`src/rtl/serial_mag_comparator.sv`:
```
// rtl/serial_mag_comparator.sv - multi-cycle MSB-first digit-serial magnitude comparator
module serial_mag_comparator #(
    parameter int WIDTH      = 16,
    parameter int DIGIT      = 4,
    parameter int EARLY_EXIT = 1
) (
    input  logic                                 clk,
    input  logic                                 rst_n,
    input  logic                                 start_valid,
    output logic                                 start_ready,
    input  logic [WIDTH-1:0]                     a,
    input  logic [WIDTH-1:0]                     b,
    input  logic                                 is_signed,
    output logic                                 res_valid,
    input  logic                                 res_ready,
    output logic                                 eq,
    output logic                                 lt,
    output logic                                 gt,
    output logic [$clog2(WIDTH/DIGIT+1)-1:0]     cycles
);

    localparam int N  = (DIGIT > 0) ? WIDTH / DIGIT : 1;
    localparam int CW = $clog2(N + 1);
    localparam logic [CW-1:0] N_C = CW'(N);
    localparam bit EE = (EARLY_EXIT != 0);

    if (DIGIT < 1 || (WIDTH % DIGIT) != 0) begin : g_bad_params
        $error("serial_mag_comparator: WIDTH must be a positive multiple of DIGIT");
    end

    typedef enum logic [1:0] {
        IDLE    = 2'd0,
        COMPARE = 2'd1,
        DONE    = 2'd2
    } state_t;

    state_t            state_q, state_d;
    logic [WIDTH-1:0]  a_sh_q, a_sh_d;
    logic [WIDTH-1:0]  b_sh_q, b_sh_d;
    logic [CW-1:0]     step_q, step_d;
    logic              diff_q, diff_d;
    logic              dgt_q, dgt_d;
    logic              dlt_q, dlt_d;
    logic              eq_q, eq_d;
    logic              lt_q, lt_d;
    logic              gt_q, gt_d;
    logic [CW-1:0]     cycles_q, cycles_d;

    logic [DIGIT-1:0]  dig_a;
    logic [DIGIT-1:0]  dig_b;
    logic [CW-1:0]     step_inc;

    // Next-state, shift datapath and result capture.
    always_comb begin
        state_d  = state_q;
        a_sh_d   = a_sh_q;
        b_sh_d   = b_sh_q;
        step_d   = step_q;
        diff_d   = diff_q;
        dgt_d    = dgt_q;
        dlt_d    = dlt_q;
        eq_d     = eq_q;
        lt_d     = lt_q;
        gt_d     = gt_q;
        cycles_d = cycles_q;
        dig_a    = a_sh_q[WIDTH-1 -: DIGIT];
        dig_b    = b_sh_q[WIDTH-1 -: DIGIT];
        step_inc = step_q + CW'(1);

        case (state_q)
            IDLE: begin
                if (start_valid) begin
                    // Flipping the sign bit maps two's complement onto
                    // offset binary, so the rest of the path is unsigned.
                    a_sh_d             = a;
                    a_sh_d[WIDTH-1]    = a[WIDTH-1] ^ is_signed;
                    b_sh_d             = b;
                    b_sh_d[WIDTH-1]    = b[WIDTH-1] ^ is_signed;
                    step_d             = '0;
                    diff_d             = 1'b0;
                    dgt_d              = 1'b0;
                    dlt_d              = 1'b0;
                    state_d            = COMPARE;
                end
            end
            COMPARE: begin
                a_sh_d = a_sh_q << DIGIT;
                b_sh_d = b_sh_q << DIGIT;
                step_d = step_inc;
                // Only the most significant differing digit decides.
                if (!diff_q && (dig_a != dig_b)) begin
                    diff_d = 1'b1;
                    dgt_d  = (dig_a > dig_b);
                    dlt_d  = (dig_a < dig_b);
                end
                if ((EE && diff_d) || (step_inc == N_C)) begin
                    eq_d     = !diff_d;
                    gt_d     = dgt_d;
                    lt_d     = dlt_d;
                    cycles_d = step_inc;
                    state_d  = DONE;
                end
            end
            DONE: begin
                if (res_ready) begin
                    state_d = IDLE;
                end
            end
            default: begin
                state_d = IDLE;
            end
        endcase
    end

    // State and datapath registers; reset abandons any transaction in flight.
    always_ff @(posedge clk or negedge rst_n) begin
        if (!rst_n) begin
            state_q  <= IDLE;
            a_sh_q   <= '0;
            b_sh_q   <= '0;
            step_q   <= '0;
            diff_q   <= 1'b0;
            dgt_q    <= 1'b0;
            dlt_q    <= 1'b0;
            eq_q     <= 1'b0;
            lt_q     <= 1'b0;
            gt_q     <= 1'b0;
            cycles_q <= '0;
        end else begin
            state_q  <= state_d;
            a_sh_q   <= a_sh_d;
            b_sh_q   <= b_sh_d;
            step_q   <= step_d;
            diff_q   <= diff_d;
            dgt_q    <= dgt_d;
            dlt_q    <= dlt_d;
            eq_q     <= eq_d;
            lt_q     <= lt_d;
            gt_q     <= gt_d;
            cycles_q <= cycles_d;
        end
    end

    assign start_ready = (state_q == IDLE);
    assign res_valid   = (state_q == DONE);
    assign eq          = eq_q;
    assign lt          = lt_q;
    assign gt          = gt_q;
    assign cycles      = cycles_q;

endmodule

```
`config.mk`:
```
export PLATFORM = sky130hd
export DESIGN_NAME = serial_mag_comparator
export DESIGN_NICKNAME = d
export VERILOG_FILES = /design/src/rtl/serial_mag_comparator.sv
export SDC_FILE = /design/constraint.sdc
export NUM_CORES = 1
export LEC_CHECK = 0
export ABC_AREA = 1
export CELL_PAD_IN_SITES_DETAIL_PLACEMENT = 0
export CELL_PAD_IN_SITES_GLOBAL_PLACEMENT = 1
export CORE_AREA = 2 2 71 73
export DETAILED_ROUTE_END_ITERATION = 16
export DIE_AREA = 0 0 73 75
export DONT_BUFFER_PORTS = 1
export PLACE_DENSITY = 0.88
export SLEW_MARGIN = 20
export SYNTH_ARGS = -nofsm -noshare
export SYNTH_HDL_FRONTEND = slang
export SYNTH_SLANG_ARGS = --single-unit
```
`constraint.sdc`:
```
create_clock -name clk -period 1.85 [get_ports clk]
set_input_delay 0.37 -clock clk [delete_from_list [all_inputs] [get_ports clk]]
set_output_delay 0.37 -clock clk [all_outputs]
set_load 0.01 [all_outputs]
```
==> results of run 1 <==
## power by group
| group | internal, W | switching, W |
|---|---|---|
| combinational | 0.000585 | 0.00105 |
| clock | 0.000301 | 0.000348 |
| sequential | 0.00148 | 0.000261 |
## how the worst min path moves through the flow
stage	from	endpoint	slack [ns]	cells past startpoint
finish	res_ready	state_q[1]	0.14	1
global route	res_ready	state_q[1]	0.14	1
CTS	res_ready	state_q[1]	0.13	1
detailed placement	rst_n	a_sh_q[1]	0.07	0
global placement	rst_n	a_sh_q[2]	0.08	0
floorplan	rst_n	a_sh_q[0]	0.07	0
## critical path, cell delays in order, from the launching register on
cell,delay [ns]
dfrtp_1,0.47
nor2_4,0.14
buf_4,0.28
## cells by family after synthesis
family                   synth area share [%]
AND/OR/NAND/NOR                          17.3
flip-flops                               53.5
AO/OA/AOI/OAI                            15.4
buffers and inverters                    9.48
XOR/XNOR                                0.814
adder cells (fa/ha/maj)                  3.49
## per-stage QoR
| step | worst slack, ns | cell area (sq um) | utilization, % | total power, W |
|---|---|---|---|---|
| final | 0.278 | 2300 | 49.4 | 0.00403 |
| after global routing | 0.119 | 2300 | 49.4 | 0.00442 |
| after CTS | 0.182 | 2300 | 49.4 | 0.00406 |
| after detailed placement | 0.205 | 2170 | 46.6 | 0.00338 |
| after global placement | 0.271 | 2170 | 46.6 | 0.00333 |
| after floorplan | 0.456 | 2150 | - | 0.00307 |
## cell type report
class | instances | area [sq um]
fill | 443 | 2360
sequential | 46 | 1150
multi-input combinational | 142 | 800
inverter | 33 | 124
clock buffer | 6 | 82.6
timing repair buffer | 6 | 67.6
tap | 54 | 67.6
clock inverter | 2 | 12.5
## layer usage
layer	track usage (%)	part of all wire, %	up-vias
met5	0	0	-
met4	7.00	1.7	0
met3	4.95	5.5	6
met2	28.3	46	39
met1	23.7	47	744
li1	-	-	778
## cells in the final DEF, fill, tap and decap left out, types with 2 or more instances in the layout
master     n
buf_4      4
nand3_1   27
o211ai_1   9
o21ai_0   20
xnor2_1    2
ha_1       6
nand2_4    2
clkbuf_8   6
nand2_1   38
o22ai_1    3
nor2_1    10
dfrtp_1   46
a21oi_1    9
inv_2      2
o21ai_1    3
inv_1     31
o221ai_1   8
## registers in the layout, indices dropped and copies added (netlist names)
name and flops:
a_sh_q 16, b_sh_q 16, cycles 3, step_q 3, state_q 2, dgt_q 1, diff_q 1, dlt_q 1
eq 1, gt 1, lt 1
## what timing repair did
action / CTS / global route
gates resized for setup: 0 / 1
hold endpoints to repair: 46 / 0
endpoints found under the setup margin: 0 / 1
hold buffers: 2 / 0
==> out/results.ini, run 1 <==
[drt]
drc=0
dr.pass1.iters=4
totalWireLength_um=4240
vias=1567
avgRoutedWirePerCell_um=14.7
final_antenna_net_count=0
viasPerCell=5.42
first_iter_violations=63

[final_layout]
final_nets=277
layout-drive-gt1-share_pct=8.51
insertedDiodeCount=0
area_growth_pct=7.09
fin_cells=289

[placed_design]
dp_cells=279
gp_congestion=0.800
port_buffers=0
place_hpwl_um=2950

[cts]
htreeDepth=2
cts_tree=done
clock_latency_ns=0.30
clk_pin_slew_ns=0.09
clock-sinks=46
clockBufferDepth=2
post_cts_buffers=0
numCtsBuffers=5
root_buffer=clkbuf_8

[timing]
finalCritPeriodShare_pct=85.0
fmax_mhz=636
worst_pin_slew_ns=0.259
drv_slew=0
max_slew_margin_pct=82.6
hold_ws_ns=0.138
fin_tns_setup_ns=0
skew_ns=0.00609
fin_crit_ns=1.57
finalSetupViolations=0
finalHoldViolCount=0
rsz0062_at_grt=no

[floorplan]
core_area_sq_mm=0.00466
io_pins=45
die_w_um=73
rows=25
dieArea_sq_mm=0.00548
fp.dieH_um=75
initial_utilization_pct=46.2

[synth]
synth.area.top_cells=dfrtp_1 53%, nand2_1 6.8%, nand3_1 6.3%, inv_1 5.4%, o21ai_0 4.7%
async_reset_ff_share_pct=100
yosys_register_bits=46
synth_edf_count=0
yosysTopAreaCellShare_pct=53.5
synth_cell_types=23
yosysTopAreaCell=dfrtp_1
synth.avg_cell_area_sq_um=9.24
seq_area_frac_synth_pct=53.5
syn_inst=233
yosys_warnings=0
synthTopCellsByCount=46 x dfrtp_1, 39 x nand2_1, 31 x inv_1
synthesis.area_sq_mm=0.00215
synth_nets=276
synth.most_common_cell=dfrtp_1
synthFlopType=dfrtp_1

[critical_path]
cp-start-kind=register
reg2reg_setup_slack_ns=0.29
rr_worst_depth=8
crit_path_start=state_q[0]
timing.rr.start=a_sh_q[15]
critPathArrivalTime_ns=1.20
crit_end=start_ready
required_ns=1.48
r2r-end=lt
timing_worst_setup_path_type=register to output pin
cp-end-kind=output pin
crit_fanout=25

[flow_run]
maxCapViolations=0

[grt]
grt_pass1_vias=1597
grt_util_all_layers_pct=18.0
grt_overflow=0
antenna_found_initial=0
grt_pass1_wl_um=7380
grt_max_degree=47

[pwr]
vdd_ir_drop_max_v=0.000753
cellPowerDensity_mw_per_mm2=1750
p_leak_nw=1.08

[outcome]
status=finished, final reports clean

[worst_hold_path]
min_path_type=input pin to register

Note: power is estimated with default switching activity, not from simulation.
==> run 2: changes to the inputs <==
clock period = 1.5 ns   (was 1.85 ns; I/O delays follow)
==> run 2 against run 1 <==
Against the previous run: worst setup slack got worse by 0.24 ns; register-to-register slack got worse by 0.21 ns; clock power rose by 42%; die area did not move; power rose by 41%.
==> out/results.ini, run 2 (synthesis gave the netlist of run 1 again) <==
[grt]
grt_max_degree=47
grt_pass1_vias=1616
grt_overflow=0
grt_util_all_layers_pct=18.6
grt_pass1_wl_um=7680
antenna_found_initial=0

[critical_path]
rr_worst_depth=9
reg2reg_setup_slack_ns=0.08
cp-end-kind=output pin
crit_path_start=state_q[0]
path_cells=nor2_4 > buf_8
crit_fanout=25
critPathMaxStageDelay_ns=0.47
crit_end=start_ready
required_ns=1.20
cpMaxStageDelayCell=dfrtp_1
critPathArrivalTime_ns=1.16
cp-start-kind=register
timing.rr.start=a_sh_q[13]
timing_worst_setup_path_type=register to output pin
r2r-end=lt

[timing]
fin_crit_ns=1.46
finalHoldViolCount=0
fmax_mhz=686
finalSetupViolations=0
worst_pin_slew_ns=0.246
finalCritPeriodShare_pct=97.2
setup_ws_ns=0.0419
drv_slew=0
rsz0062_at_grt=yes
skew_ns=0.00922
max_slew_margin_pct=83.6

[drt]
drc=0
first_iter_violations=70
avgRoutedWirePerCell_um=15.9
vias=1615
totalWireLength_um=4700
final_antenna_net_count=0
viasPerCell=5.47
dr.pass1.iters=4

[final_layout]
insertedDiodeCount=0
area_growth_pct=14.6
final_cell_mix=45 x dfrtp_1, 35 x nand2_1, 29 x inv_1
final_nets=283
final_common_cell=dfrtp_1
nFillCells=432
reg.largest.list=a_sh_q x16, b_sh_q x16
layout-drive-gt1-share_pct=14.9
utilization_pct=52.9

[cts]
clock_latency_ns=0.30
numCtsBuffers=5
clock-sinks=46
clockBufferDepth=2
htreeDepth=2
clk_pin_slew_ns=0.09
root_buffer=clkbuf_8
cts_tree=done

[outcome]
status=finished, final reports clean

[floorplan]
core_area_sq_mm=0.00466
die_w_um=73
rows=25
fp.dieH_um=75
initial_utilization_pct=46.2
dieArea_sq_mm=0.00548
io_pins=45

[placed_design]
dpl_worst_slack_ns=0.0166
place_hpwl_um=3030
port_buffers=0
gp_congestion=0.849

[pwr]
cellPowerDensity_mw_per_mm2=2310
p_leak_nw=1.13
vdd_ir_drop_max_v=0.000990

[worst_hold_path]
min_path_type=input pin to register

[flow_run]
maxCapViolations=0

run 2: routing by layer:
layer	part of all wire (%)	global-route usage (%)
met5	0	0
met4	0.98	6.17
met3	4.7	5.62
met2	48	30.2
met1	47	23.8
run 2: worst min-delay path by stage:
| stage | startpoint | endpoint | slack, ns | depth (start not counted) |
|---|---|---|---|---|
| finish | res_ready | state_q[1] | 0.07 | 1 |
| global route | res_ready | state_q[1] | 0.06 | 1 |
| global placement | rst_n | a_sh_q[2] | 0.005 | 0 |
| detailed placement | rst_n | a_sh_q[6] | 0.005 | 0 |
| CTS | res_ready | state_q[1] | 0.07 | 1 |
| floorplan | rst_n | a_sh_q[0] | 0.004 | 0 |
run 2: worst max-delay path: cells and delay by family (launching register included):
kind	cells	cell delay, ns
and+or+nand+nor	1	0.18
buffers and inverters	1	0.21
DFF	1	0.47
run 2: cell type report:
cell class                 count  area, sq um  area share [%]
clock buffer                   7         76.3            3.09
timing repair buffer          12          136            5.53
tap                           54         67.6            2.74
inverter                      33          124            5.02
sequential                    46         1150            46.7
multi-input combinational    142          880            35.7
clock inverter                 1         30.0            1.22
run 2: repair_timing:
action | CTS | global route
gates cloned | 0 | 0
gates resized for setup | 1 | 21
hold buffers | 2 | 0
pin swaps | 0 | 8
buffers inserted | 0 | 2
endpoints found under the setup margin | 1 | 11
hold endpoints to repair | 46 | 0
run 2: stage by stage:
| step | area (sq um) | hold WS [ns] | cells | setup TNS, ns | power, W |
|---|---|---|---|---|---|
| floorplan | 2150 | 0.00441 | 233 | 0 | 0.00379 |
| global placement | 2210 | 0.00542 | 283 | 0 | 0.00420 |
| CTS | 2360 | 0.0708 | 293 | 0 | 0.00524 |
| global route | 2470 | 0.0641 | 295 | -0.0154 | 0.00617 |
| detailed placement | 2210 | 0.00538 | 283 | 0 | 0.00428 |
| finish | 2470 | 0.0719 | 295 | 0 | 0.00569 |
run 2: power by group:
part	switching, W	total, W	internal, W	leakage, nW
logic	0.00153	0.00259	0.00107	0.505
registers	0.000353	0.00218	0.00183	0.572
clock network	0.000419	0.000919	0.000499	0.0524
total	0.00230	0.00569	0.00339	1.13
==> run 3: changes to the inputs <==
CORE_AREA = 2 2 91 58   (was 2 2 71 73)
DIE_AREA = 0 0 93 60   (was 0 0 73 75)
MAX_ROUTING_LAYER = met4   (was not set)
SETUP_SLACK_MARGIN = 0.4   (was not set)
==> run 3 against run 2 <==
Against the previous run: the run now ends with hold timing left; clock skew down 0.0015 ns; non-clock buffer count increased by 24; critical path depth is 4 higher; register-to-register slack worse by 0.06 ns; critical path type is now register to register; final cell count increased by 14%; sequential cell count did not move; largest power group unchanged; count of clock-buffer cells in the layout unchanged; power rose by 41%; hold slack lost 0.40 ns.
==> out/results.ini, run 3 (synthesis gave the netlist of run 1 again) <==
[final_layout]
insertedDiodeCount=0
nFillCells=344
final_cell_mix=45 x dfrtp_1, 28 x inv_1, 27 x nand2_1
fin_cells=335
layout-drive-gt1-share_pct=42.8
area_growth_pct=49.1
final_nets=311
reg.largest.list=a_sh_q x16, b_sh_q x16
final_common_cell=dfrtp_1

[pwr]
p_comb_share_pct=60.4
clkPwrFrac_pct=11.7
power.switching_w=0.00338
vdd_ir_drop_max_v=0.00101
cellPowerDensity_mw_per_mm2=2510
finalPower_w=0.00804
p_sw_share_pct=42.0
p_seq_share_pct=27.9
p_leak_nw=1.39
internal_power_w=0.00466

[floorplan]
initial_utilization_pct=44.8
core_area_sq_mm=0.00480
die_w_um=93
rows=20
dieArea_sq_mm=0.00558
fp.dieH_um=60
io_pins=45

[grt]
antenna_found_initial=0
grt_pass1_vias=1812
grt_util_all_layers_pct=24.0
grt_pass1_wl_um=9530
grt_overflow=0
grt_max_degree=47

[timing]
fmax_mhz=677
worst_pin_slew_ns=0.192
fin_crit_ns=1.48
finalCritPeriodShare_pct=98.5
hold_ws_ns=-0.326
rsz0062_at_grt=yes
skew_ns=0.00771
finalHoldViolCount=46
finalSetupViolations=0
drv_slew=0
max_slew_margin_pct=87.1

[critical_path]
crit_fanout=3
cp-end-kind=register
crit_family=flip-flops
required_ns=1.74
cp-start-kind=register
critPathArrivalTime_ns=1.71
path_cells=ha_4 > nand2_4 > nor2_4 > nand3_4 > buf_4 > o21ai_2
timing_worst_setup_path_type=register to register
crit_buf_inv=1
cpMaxStageDelayCell=dfrtp_1
critPathMaxStageDelay_ns=0.44

[drt]
drc=0
totalWireLength_um=6760
viasPerCell=5.81
avgRoutedWirePerCell_um=20.2
final_antenna_net_count=0
dr.pass1.iters=4
first_iter_violations=133
vias=1946

[placed_design]
place_hpwl_um=3130
dp_cells=291
port_buffers=0
gp_congestion=0.778

[outcome]
status=finished with violations
violations=hold timing

[cts]
clock-sinks=46
htreeDepth=2
numCtsBuffers=5
clk_pin_slew_ns=0.09
clock_latency_ns=0.31
clockBufferDepth=2
root_buffer=clkbuf_8
cts_tree=done

[worst_hold_path]
min_path_type=input pin to async pin

[flow_run]
maxCapViolations=0

[run 3: cell types whose count changed in the layout (fill, tap and decap cells not counted), sizes merged]
| cell | previous run | this run |
|---|---|---|
| buf | 11 | 36 |
| nand2 | 42 | 45 |
| clkinv | 0 | 2 |
| dlygate4sd3 | 1 | 0 |
| inv | 33 | 32 |
[run 3: layer usage]
layer  global-route usage [%]  wire, um
met1                     33.1      2980
met2                     33.7      3120
met3                     6.18       486
met4                     10.9       172
met5                        -         0
[run 3: per-stage QoR]
step	worst slack [ns]	utilization (%)	TNS [ns]	cell area [sq um]
2_1_floorplan	0.175	-	0	2230
3_3_place_gp	0.0754	46.7	0	2250
3_5_place_dp	0.00514	46.7	0	2250
4_1_cts	0.114	58.8	0	2830
5_1_grt	-0.0329	66.8	-0.0574	3210
6_report	0.0230	66.8	0	3210
[run 3: worst paths after layout]
path,slack (ns),from,endpoint,depth (start not counted)
worst max-delay path,0.02,b_sh_q[12],state_q[0],6
worst min-delay path,-0.33,rst_n,a_sh_q[14],0
worst max register to register,0.02,b_sh_q[12],state_q[0],6
worst min register to register,0.50,dgt_q,dgt_q,2
max in group asynchronous,1.72,rst_n,b_sh_q[10],0
min in group clk,0.07,res_ready,state_q[1],1
[run 3: layout make-up]
cell class                 instances  area, sq um  share of cell area [%]
inverter                          33          154                    4.80
timing repair inverter             1         11.3                   0.351
tap                               66         82.6                    2.57
clock buffer                       7         76.3                    2.38
clock inverter                     1         30.0                   0.936
timing repair buffer              36          494                    15.4
sequential                        46         1150                    35.9
multi-input combinational        145         1210                    37.6
[run 3: power groups by stage]
stage	Clock [W]	Combinational [W]	Sequential (W)
finish	0.000940	0.00486	0.00224
global route	0.000995	0.00517	0.00230
CTS	0.000942	0.00367	0.00217
detailed placement	0	0.00220	0.00219
global placement	0	0.00217	0.00217
floorplan	0	0.00194	0.00211
[run 3: what timing repair did]
item                                    in CTS  in global routing
pin swaps                                   18                 20
endpoints found under the setup margin      48                 48
endpoints found under the hold margin       46                 46
cloned                                       8                  0
buffers inserted                            16                 12
gates resized for setup                     56                 54
